`src/rtl/mrv32_mem_arbiter.sv`:
```
// mrv32_mem_arbiter
// Shares the single unified memory port between instruction fetch (port I)
// and the load/store unit (port D). One transaction is in flight at a time,
// D has fixed priority, and I is guaranteed a grant after at most
// MAX_D_BURST consecutive D grants while it is waiting.
//
// state | meaning
// ------+------------------------------------------------------------
// IDLE  | no transaction in flight; grant logic active, readies live
// REQ   | mem_req_valid held high with stable fields until handshake
// RSP   | handshake done; waiting for the single mem_rsp_valid pulse
module mrv32_mem_arbiter #(
    parameter int AW          = 20,
    parameter int XLEN        = 32,
    parameter int MAX_D_BURST = 4
) (
    input  logic            clk,
    input  logic            rst_n,

    input  logic            i_req_valid,
    output logic            i_req_ready,
    input  logic [AW-1:0]   i_req_addr,
    output logic            i_rsp_valid,
    output logic [XLEN-1:0] i_rsp_rdata,

    input  logic            d_req_valid,
    output logic            d_req_ready,
    input  logic [AW-1:0]   d_req_addr,
    input  logic            d_req_we,
    input  logic [3:0]      d_req_wstrb,
    input  logic [XLEN-1:0] d_req_wdata,
    output logic            d_rsp_valid,
    output logic [XLEN-1:0] d_rsp_rdata,

    output logic            mem_req_valid,
    input  logic            mem_req_ready,
    output logic [AW-1:0]   mem_req_addr,
    output logic            mem_req_we,
    output logic [3:0]      mem_req_wstrb,
    output logic [XLEN-1:0] mem_req_wdata,
    input  logic            mem_rsp_valid,
    input  logic [XLEN-1:0] mem_rsp_rdata
);

    localparam logic [3:0] WSTRB_NONE = 4'b0000;
    localparam logic [3:0] D_CNT_MAX  = 4'(MAX_D_BURST);

    typedef enum logic [1:0] {
        IDLE = 2'd0,
        REQ  = 2'd1,
        RSP  = 2'd2
    } state_t;

    state_t     state;
    logic       owner;      // 1 = transaction belongs to D, 0 = I
    logic [3:0] d_cnt;
    logic       gnt_i;
    logic       gnt_d;

    // Fixed priority to D unless I has waited through a full D burst.
    // Readies are held low while reset is asserted so no request is
    // acknowledged in a cycle whose acceptance would be discarded.
    always_comb begin
        gnt_d       = d_req_valid && !(i_req_valid && (d_cnt == D_CNT_MAX));
        gnt_i       = i_req_valid && !gnt_d;
        i_req_ready = rst_n && (state == IDLE) && gnt_i;
        d_req_ready = rst_n && (state == IDLE) && gnt_d;
    end

    // Starvation counter: counts consecutive D grants while I is pending.
    always_ff @(posedge clk) begin
        if (!rst_n) begin
            d_cnt <= 4'd0;
        end else if (!i_req_valid) begin
            d_cnt <= 4'd0;
        end else if ((state == IDLE) && gnt_i) begin
            d_cnt <= 4'd0;
        end else if ((state == IDLE) && gnt_d && (d_cnt != D_CNT_MAX)) begin
            d_cnt <= d_cnt + 4'd1;
        end
    end

    // Transaction FSM with registered memory request and response outputs.
    always_ff @(posedge clk) begin
        if (!rst_n) begin
            state         <= IDLE;
            owner         <= 1'b0;
            mem_req_valid <= 1'b0;
            mem_req_addr  <= '0;
            mem_req_we    <= 1'b0;
            mem_req_wstrb <= WSTRB_NONE;
            mem_req_wdata <= '0;
            i_rsp_valid   <= 1'b0;
            i_rsp_rdata   <= '0;
            d_rsp_valid   <= 1'b0;
            d_rsp_rdata   <= '0;
        end else begin
            i_rsp_valid <= 1'b0;
            d_rsp_valid <= 1'b0;
            case (state)
                IDLE: begin
                    if (gnt_d) begin
                        owner         <= 1'b1;
                        mem_req_valid <= 1'b1;
                        mem_req_addr  <= d_req_addr;
                        mem_req_we    <= d_req_we;
                        // Loads never drive byte enables, whatever the LSU left on the bus.
                        mem_req_wstrb <= d_req_we ? d_req_wstrb : WSTRB_NONE;
                        mem_req_wdata <= d_req_wdata;
                        state         <= REQ;
                    end else if (gnt_i) begin
                        owner         <= 1'b0;
                        mem_req_valid <= 1'b1;
                        mem_req_addr  <= i_req_addr;
                        mem_req_we    <= 1'b0;
                        mem_req_wstrb <= WSTRB_NONE;
                        mem_req_wdata <= '0;
                        state         <= REQ;
                    end
                end
                REQ: begin
                    if (mem_req_ready) begin
                        mem_req_valid <= 1'b0;
                        state         <= RSP;
                    end
                end
                RSP: begin
                    if (mem_rsp_valid) begin
                        if (owner) begin
                            d_rsp_valid <= 1'b1;
                            d_rsp_rdata <= mem_rsp_rdata;
                        end else begin
                            i_rsp_valid <= 1'b1;
                            i_rsp_rdata <= mem_rsp_rdata;
                        end
                        state <= IDLE;
                    end
                end
                default: begin
                    state         <= IDLE;
                    mem_req_valid <= 1'b0;
                end
            endcase
        end
    end

endmodule
```
`config.mk`:
```
export PLATFORM = sky130hd
export DESIGN_NAME = mrv32_mem_arbiter
export DESIGN_NICKNAME = d
export VERILOG_FILES = /design/src/rtl/mrv32_mem_arbiter.sv
export SDC_FILE = /design/constraint.sdc
export NUM_CORES = 1
export LEC_CHECK = 0
export ABC_AREA = 1
export CAP_MARGIN = 0
export CORE_MARGIN = 5
export CORE_UTILIZATION = 35
export CTS_BUF_LIST = sky130_fd_sc_hd__clkbuf_4 sky130_fd_sc_hd__clkbuf_8 sky130_fd_sc_hd__clkbuf_16
export CTS_CLUSTER_SIZE = 20
export DETAILED_ROUTE_END_ITERATION = 10
export PLACE_DENSITY = 0.8
export RECOVER_POWER = 100
export SLEW_MARGIN = 20
export SYNTH_ARGS = -nofsm -noshare
export SYNTH_HDL_FRONTEND = slang
export SYNTH_SLANG_ARGS = --single-unit
```
`constraint.sdc`:
```
create_clock -name clk -period 1.6 [get_ports clk]
set_input_delay 0.32 -clock clk [delete_from_list [all_inputs] [get_ports clk]]
set_output_delay 0.32 -clock clk [all_outputs]
set_load 0.02 [all_outputs]
```
==> metrics.md, run 1 <==
| Metric | Value |
|---|---|
| Crit Reg-Reg Startpoint | state[1]$_SDFFE_PN0P_ |
| Critical path's top delay family | simple AND/OR/NAND/NOR gates |
| Cell mode on critical path | nand2_2 |
| Post-Syn Area | 5050 um^2 |
| Cell count after synthesis | 678 |
| Via density per instance | 4.57 |
| DRC | 0 |
| Fin crit share | 113% |
| Post-route ant nets | 0 |
| Syn Area/Cell | 7.44 um^2 |
| Setup WS post-layout | -0.200 ns |
| DRT Pass-1 Iters | 4 |
| Setup-failing EPs final | 23 |
| Min-delay worst type | in2reg |
| MaxCap Viol Count | 0 |
| Drt total wl | 15.2 mm |
| CP Capture Point | d_req_ready |
| Post-synth top area cell | dfxtp_1 |
| Largest net degree at the start of global routing | 84 |
| H-tree depth | 4 |
| Core ar. | 14,000 um^2 |
| Register bit total from synthesis | 131 |
| Final Slew Violations | 0 |
| Worst R2R Setup Slack | -0.08 ns |
| Clk buf depth | 2 |
| Max FO, Critical Path | 3 |
| Antenna violations before repair | 1 |
| Critical path depth | 8 |
| Relative slew slack | 52.2% |
| Share of layout cells above drive strength 1 | 10.2% |
| Peak VDD IR | 648 uV |
| P per Cell Area | 1060 nW/um^2 |
| Clock Latency Late Sink | 0.40 ns |
| Port-buffer cells | 240 |
| Die Height | 130 um |
| Fin. Hold Viols | 0 |
| Crit path launch type | register |
| Synth cell types | 23 |
| Total GRT Usage | 17.5% |
| GPL Wtd Cong | 0.783 |
| Clock Sinks | 131 |
| Post-DP HPWL | 10.9 mm |
| Post-synthesis sequential area ratio | 52.0% |
| Pleak | 4.08 nW |
| Clock Pin Slew Worst Setup and Hold Paths | 0.06 ns |
| Layout area overhead | 63.4% |
| Crit. End Element | output pin |
| Post-CTS Hold Buffers | 0 |
| First-pass GRT wire length | 23.4 mm |
| CP cell instances | inv_2, ha_4, nand4_1, nand2_2, nor2_4, nand2_2, inv_4, buf_6 |
| Total gr overflow | 0 |
| Fill count | 1,364 |
| CTS tree | yes |
| Arrival @ worst endpoint | 1.48 ns |
| Number of CTS-inserted buffers | 17 |
| Num rows | 43 |
| Synth top area cells | dfxtp_1, nor2_1, nand2_1 |
| Slew @ Worst Pin | 0.717 ns |
| Clk_skew | 0.00596 ns |
| Worst Setup SP | d_cnt[0]$_SDFFE_PP0P_ |
| Die ar. | 16,900 um^2 |
| IO Pins | 241 |
| WS Path Type | reg2out |
| Min Tclk post-route | 1.80 ns |
| Wirelength per Cell | 13.6 um |
| R2R depth | 9 |
| Starting DRT DRC Count | 212 |
| DP Area | 7700 um^2 |
| DIE WIDTH | 130 um |
| Failing checks | setup timing |
| Vias | 5,141 |
| Vias in the first global route | 4,750 |
| Status | finished, violations left |
| Max Clk Rate | 0.556 GHz |
| Final hold slack | 0.416 ns |
| Worst path slowest cell | dfxtp_2 |
| Required @ worst endpoint | 1.28 ns |
| Hold Path Depth | 4 |
| Post-synth top area share | 52.0% |
| CP Buf/Inv Count | 3 |
| Synth warn | 0 |
| Nets@finish | 1,048 |
| RSZ-0062 raised after global routing | true |
| Synth Net Count | 795 |
| Critical path's largest stage delay | 0.33 ns |
| CTS root buf | clkbuf_16 |
| Final instance area | 8250 um^2 |
| Reg2Reg Capture Point | mem_req_addr[17]$_SDFFE_PN0P_ |
| Initial Util | 36.1% |
-- layout make-up --
class	count	area [um^2]	share of cell area (%)
sequential	131	2630	31.8
timing repair buffer	275	2560	31.0
multi-input combinational	469	2060	25.0
clock buffer	24	497	6.02
tap	180	225	2.73
inverter	37	149	1.81
clock inverter	8	125	1.52
antenna	1	2.50	0.0303
-- metrics by stage --
step	TNS, ns	power [mW]	util [%]	cells	setup slack, ns
after floorplan	0	4.20	-	678	0.000160
after global routing	-12.96	9.18	58.9	1124	-0.305
after detailed placement	-26.05	4.94	55.1	1086	-0.717
after global placement	-23.15	4.92	55.1	1086	-0.676
final	-2.37	8.78	58.9	1125	-0.200
after CTS	-0.501	8.88	58.7	1121	-0.255
-- registers in the layout, summed over array words and instances, names as in the netlist, 2 cells and up --
register and flops:
d_rsp_rdata 32, i_rsp_rdata 32, mem_req_wdata 32, mem_req_addr 20
d_cnt 4, mem_req_wstrb 4, state 2
-- worst min-delay path, stage by stage --
cell and delay [ns]:
buf_2 0.13, buf_4 0.19, nand3_1 0.09, nand2_1 0.05
-- logic make-up (layout without fill, tap and decap cells) --
kind of cell,Yosys count,in the layout,share of synthesized area (%)
compound gates,79,79,7.91
xor+xnor,2,2,0.347
fa+ha+maj,2,2,0.496
buf+inv,78,344,7.64
flops,131,131,52.0
other cells,0,1,0
simple gates,386,386,31.7
-- cells in the mapped netlist --
cell	number
buf_8	1
nor2_1	174
buf_2	9
nand3_4	1
nand2_4	1
nand2_2	11
nor2_4	2
buf_6	8
nand4_1	2
dfxtp_1	131
xor2_1	2
inv_1	33
nand3b_1	1
inv_2	3
a21oi_1	13
inv_4	1
clkbuf_1	21
nand3_1	61
buf_4	2
o21ai_2	1
nand2_1	133
ha_1	2
o21ai_0	65
-- how the worst min path moves through the flow --
stage | end | start | slack (ns)
after global routing | mem_req_wdata[8]$_SDFFE_PN0P_ | rst_n | 0.41
after global placement | mem_req_valid$_SDFFE_PN0P_ | mem_req_valid$_SDFFE_PN0P_ | 0.45
after CTS | mem_req_wdata[10]$_SDFFE_PN0P_ | rst_n | 0.40
after detailed placement | mem_req_wdata[23]$_SDFFE_PN0P_ | mem_req_wdata[23]$_SDFFE_PN0P_ | 0.46
final | mem_req_wdata[5]$_SDFFE_PN0P_ | rst_n | 0.42
after floorplan | mem_req_wdata[22]$_SDFFE_PN0P_ | d_req_wdata[22] | 0.42
-- layout by cell type, fill, tap and decap left out, drive strengths merged --
cell type,Yosys,layout
clkinvlp,0,1
ha,2,2
nand3b,1,1
a21oi,13,13
xor2,2,2
clkdlybuf4s50,0,112
clkbuf,21,28
nor2,176,176
buf,20,34
nand2,145,145
dlygate4sd2,0,125
clkinv,0,4
nand4,2,2
diode,0,1
inv,37,37
nand3,62,62
bufinv,0,3
dfxtp,131,131
o21ai,66,66
-- what timing repair did --
action / CTS / global route
setup buffers: 3 / 2
pin swaps: 5 / 3
cloned: 0 / 1
resized for setup: 148 / 9
endpoints found under the setup margin: 181 / 58
-- power by group --
part	total, mW	internal (mW)	switching (mW)
Sequential	3.49	3.42	0.0712
Combinational	1.29	0.601	0.684
Clock	4.00	2.64	1.36
Total	8.78	6.66	2.12
-- metal layers --
layer | up-vias | routed length, um | share of wire (%) | GRT usage (%)
li1 | 2645 | - | - | -
met1 | 2278 | 6170 | 40 | 20.8
met2 | 198 | 7070 | 46 | 28.2
met3 | 18 | 1750 | 11 | 7.70
met4 | 2 | 246 | 1.6 | 6.30
met5 | - | 12 | 0.079 | 0
(Power assumes the default switching activity.)
==> run 2: changes to the inputs <==
--- a/config.mk
+++ b/config.mk
@@ -7,12 +7,14 @@
 export LEC_CHECK = 0
 export ABC_AREA = 1
 export CAP_MARGIN = 0
+export CELL_PAD_IN_SITES_DETAIL_PLACEMENT = 0
+export CELL_PAD_IN_SITES_GLOBAL_PLACEMENT = 2
 export CORE_MARGIN = 5
-export CORE_UTILIZATION = 35
+export CORE_UTILIZATION = 19
 export CTS_BUF_LIST = sky130_fd_sc_hd__clkbuf_4 sky130_fd_sc_hd__clkbuf_8 sky130_fd_sc_hd__clkbuf_16
 export CTS_CLUSTER_SIZE = 20
 export DETAILED_ROUTE_END_ITERATION = 10
-export PLACE_DENSITY = 0.8
+export PLACE_DENSITY = 0.82
 export RECOVER_POWER = 100
 export SLEW_MARGIN = 20
 export SYNTH_ARGS = -nofsm -noshare
==> run 2 against run 1 <==
Net effect: the run still ends with setup timing left; sequential share of layout area is 1.7 points lower; critical path type unchanged; design area is 5.5% higher; largest power group unchanged; power grew 0.22%; utilization decreased by 26 points; worst hold slack better by 0.026 ns; critical endpoint unchanged; fmax shrank 9.1%; global-route usage fell by 5.6 points; sequential power barely moved.
==> metrics.md, run 2 (synthesis results as in run 1) <==
| Metric | Value |
|---|---|
| Max Clk Rate | 0.505 GHz (was 0.556 GHz) |
| Wirelength per Cell | 14.0 um (was 13.6 um) |
| GPL Wtd Cong | 0.744 (was 0.783) |
| Min Tclk post-route | 1.98 ns (was 1.80 ns) |
| Total GRT Usage | 12.0% (was 17.5%) |
| Min-delay worst type | in2reg (unchanged) |
| Vias | 5,204 (was 5,141) |
| Core ar. | 26,100 um^2 (was 14,000 um^2) |
| Setup-failing EPs final | 33 (was 23) |
| Worst R2R Setup Slack | -0.10 ns (was -0.08 ns) |
| Via density per instance | 4.02 (was 4.57) |
| Relative slew slack | 69.1% (was 52.2%) |
| Clock Pin Slew Worst Setup and Hold Paths | 0.06 ns (about the same) |
| Pint | 6.46 mW (was 6.66 mW) |
| Antenna violations before repair | 0 (was 1) |
| Vias in the first global route | 5,126 (was 4,750) |
| Max FO, Critical Path | 3 (unchanged) |
| Clock Latency Late Sink | 0.42 ns (was 0.40 ns) |
| Starting DRT DRC Count | 229 (was 212) |
| Flop pwr share | 39.6% (was 39.7%) |
| Arrival @ worst endpoint | 1.66 ns (was 1.48 ns) |
| Crit path launch type | register (unchanged) |
| Critical path's top delay family | buffers and inverters (was simple AND/OR/NAND/NOR gates) |
| MaxCap Viol Count | 0 (unchanged) |
| IO Pins | 241 (unchanged) |
| Fin. Hold Viols | 0 (unchanged) |
| First-pass GRT wire length | 28.6 mm (was 23.4 mm) |
| Crit Reg-Reg Startpoint | d_cnt[0]$_SDFFE_PP0P_ (was state[1]$_SDFFE_PN0P_) |
| WS Path Type | reg2out (unchanged) |
| Final core utilization | 33.3% (was 58.9%) |
| Crit. End Element | output pin (unchanged) |
| Post-route ant nets | 0 (unchanged) |
| Final Slew Violations | 0 (unchanged) |
| Hold Crit Start | d_req_wdata[19] (was rst_n) |
| Reg2Reg Capture Point | mem_req_wdata[11]$_SDFFE_PN0P_ (was mem_req_addr[17]$_SDFFE_PN0P_) |
| Num rows | 59 (was 43) |
| Die Height | 173 um (was 130 um) |
| Hold Path Depth | 3 (was 4) |
| Most frequent cells in the layout | nor2_1, dfxtp_1, dlygate4sd2_1 (was nor2_1, nand2_1, dfxtp_1) |
| CTS tree | yes (unchanged) |
| Total gr overflow | 0 (unchanged) |
| Final Total Pwr | 8.80 mW (was 8.78 mW) |
| Layout area overhead | 72.4% (was 63.4%) |
| Nets@finish | 1,064 (was 1,048) |
| Clk buf depth | 2 (unchanged) |
| Sw frac | 26.6% (was 24.1%) |
| Required @ worst endpoint | 1.28 ns (about the same) |
| Gate power share | 15.9% (was 14.6%) |
| Initial Util | 19.3% (was 36.1%) |
| Status | finished, violations left (unchanged) |
| Die ar. | 29,900 um^2 (was 16,900 um^2) |
| DRT Pass-1 Iters | 4 (unchanged) |
| Slew @ Worst Pin | 0.463 ns (was 0.717 ns) |
| P per Cell Area | 1010 nW/um^2 (was 1060 nW/um^2) |
| Sum Neg Setup Slack | -3.26 ns (was -2.37 ns) |
| DIE WIDTH | 173 um (was 130 um) |
| Cell mode on critical path | nand2_2 (unchanged) |
| Top flop regs | d_rsp_rdata x32, i_rsp_rdata x32, mem_req_wdata x32 (unchanged) |
| Clock share of power | 44.5% (was 45.6%) |
| Number of CTS-inserted buffers | 17 (unchanged) |
| RSZ-0062 raised after global routing | true (unchanged) |
| Share of layout cells above drive strength 1 | 13.7% (was 10.2%) |
| Port-buffer cells | 240 (unchanged) |
| Critical path's largest stage delay | 0.33 ns (about the same) |
| R2R depth | 13 (was 9) |
| Peak VDD IR | 431 uV (was 648 uV) |
| Clk_skew | 0.00945 ns (was 0.00596 ns) |
| Post-DP HPWL | 12.8 mm (was 10.9 mm) |
| Clock Sinks | 131 (unchanged) |
| DRC | 0 (unchanged) |
| CP Buf/Inv Count | 4 (was 3) |
| Post-CTS Hold Buffers | 0 (unchanged) |
| H-tree depth | 4 (unchanged) |
| Fin crit share | 124% (was 113%) |
| Pleak | 4.23 nW (was 4.08 nW) |
| P_sw | 2.34 mW (was 2.12 mW) |
| WHS Endpoint | mem_req_wdata[19]$_SDFFE_PN0P_ (was mem_req_wdata[5]$_SDFFE_PN0P_) |
| Worst path slowest cell | dfxtp_2 (unchanged) |
| Failing checks | setup timing (unchanged) |
| Commonest non-fill, non-tap cell in the layout | nor2_1 (unchanged) |
| Setup WS post-layout | -0.380 ns (was -0.200 ns) |
| Worst Setup SP | d_cnt[0]$_SDFFE_PP0P_ (unchanged) |
| Antenna diodes | 0 (was 1) |
| CP cell instances | inv_2, ha_4, nand4_1, nand2_2, buf_12, nor2_4, nand2_2, inv_4, buf_6 (was inv_2, ha_4, nand4_1, nand2_2, nor2_4, nand2_2, inv_4, buf_6) |
| CTS root buf | clkbuf_16 (unchanged) |
| Drt total wl | 18.1 mm (was 15.2 mm) |
| Largest net degree at the start of global routing | 80 (was 84) |
-- run 2: power by group through the flow --
stage	registers, mW	clock network [mW]	logic [mW]
2_1_floorplan	3.74	0	0.467
3_3_place_gp	3.56	0	1.43
3_5_place_dp	3.56	0	1.43
4_1_cts	3.49	4.09	1.38
5_1_grt	3.51	4.21	1.53
6_report	3.49	3.91	1.40
-- run 2: layer usage --
metal	share of wire (%)	global-route usage (%)	wire length, um	up-vias
met1	45	15.0	8170	2365
met4	0.80	3.19	145	0
li1	-	-	-	2669
met5	0	0	0	-
met2	47	19.3	8450	160
met3	7.3	4.63	1310	10
-- run 2: layout make-up --
cell class | instances | area [um^2]
clock buffers | 19 | 453
fillers | 2859 | 17400
multi-input cells | 469 | 2120
flip-flops and latches | 131 | 2630
well taps | 335 | 419
clock inverters | 12 | 131
repair buffers | 291 | 2810
inverters | 37 | 146
-- run 2: timing repair --
item                                    CTS  global route
endpoints found under the setup margin  182            61
gates resized for setup                 144            40
pin swaps                                 4             3
gates cloned                              2             1
buffers inserted                          5             2
-- run 2: tightest hold or removal path, delay by kind of cell --
| kind | cells | cell delay (ns) |
|---|---|---|
| AND/OR/NAND/NOR | 2 | 0.10 |
| buffers and inverters | 1 | 0.39 |
-- run 2: per-stage QoR --
step / hold WS, ns / instances / setup slack (ns) / area (um^2)
final: 0.442 / 1294 / -0.380 / 8700
after global routing: 0.414 / 1294 / -0.513 / 8700
after CTS: 0.405 / 1291 / -0.439 / 8590
after detailed placement: 0.455 / 1254 / -0.551 / 8020
after global placement: 0.453 / 1254 / -0.527 / 8020
after floorplan: 0.417 / 678 / 0.000160 / 5050
-- run 2: worst max path at each step --
stage / slack [ns] / cells after the start / end
after floorplan: 0.0002 / 8 / d_req_ready
final: -0.38 / 9 / d_req_ready
after CTS: -0.44 / 9 / d_req_ready
after global placement: -0.53 / 6 / i_req_ready
after global routing: -0.51 / 9 / d_req_ready
after detailed placement: -0.55 / 6 / i_req_ready
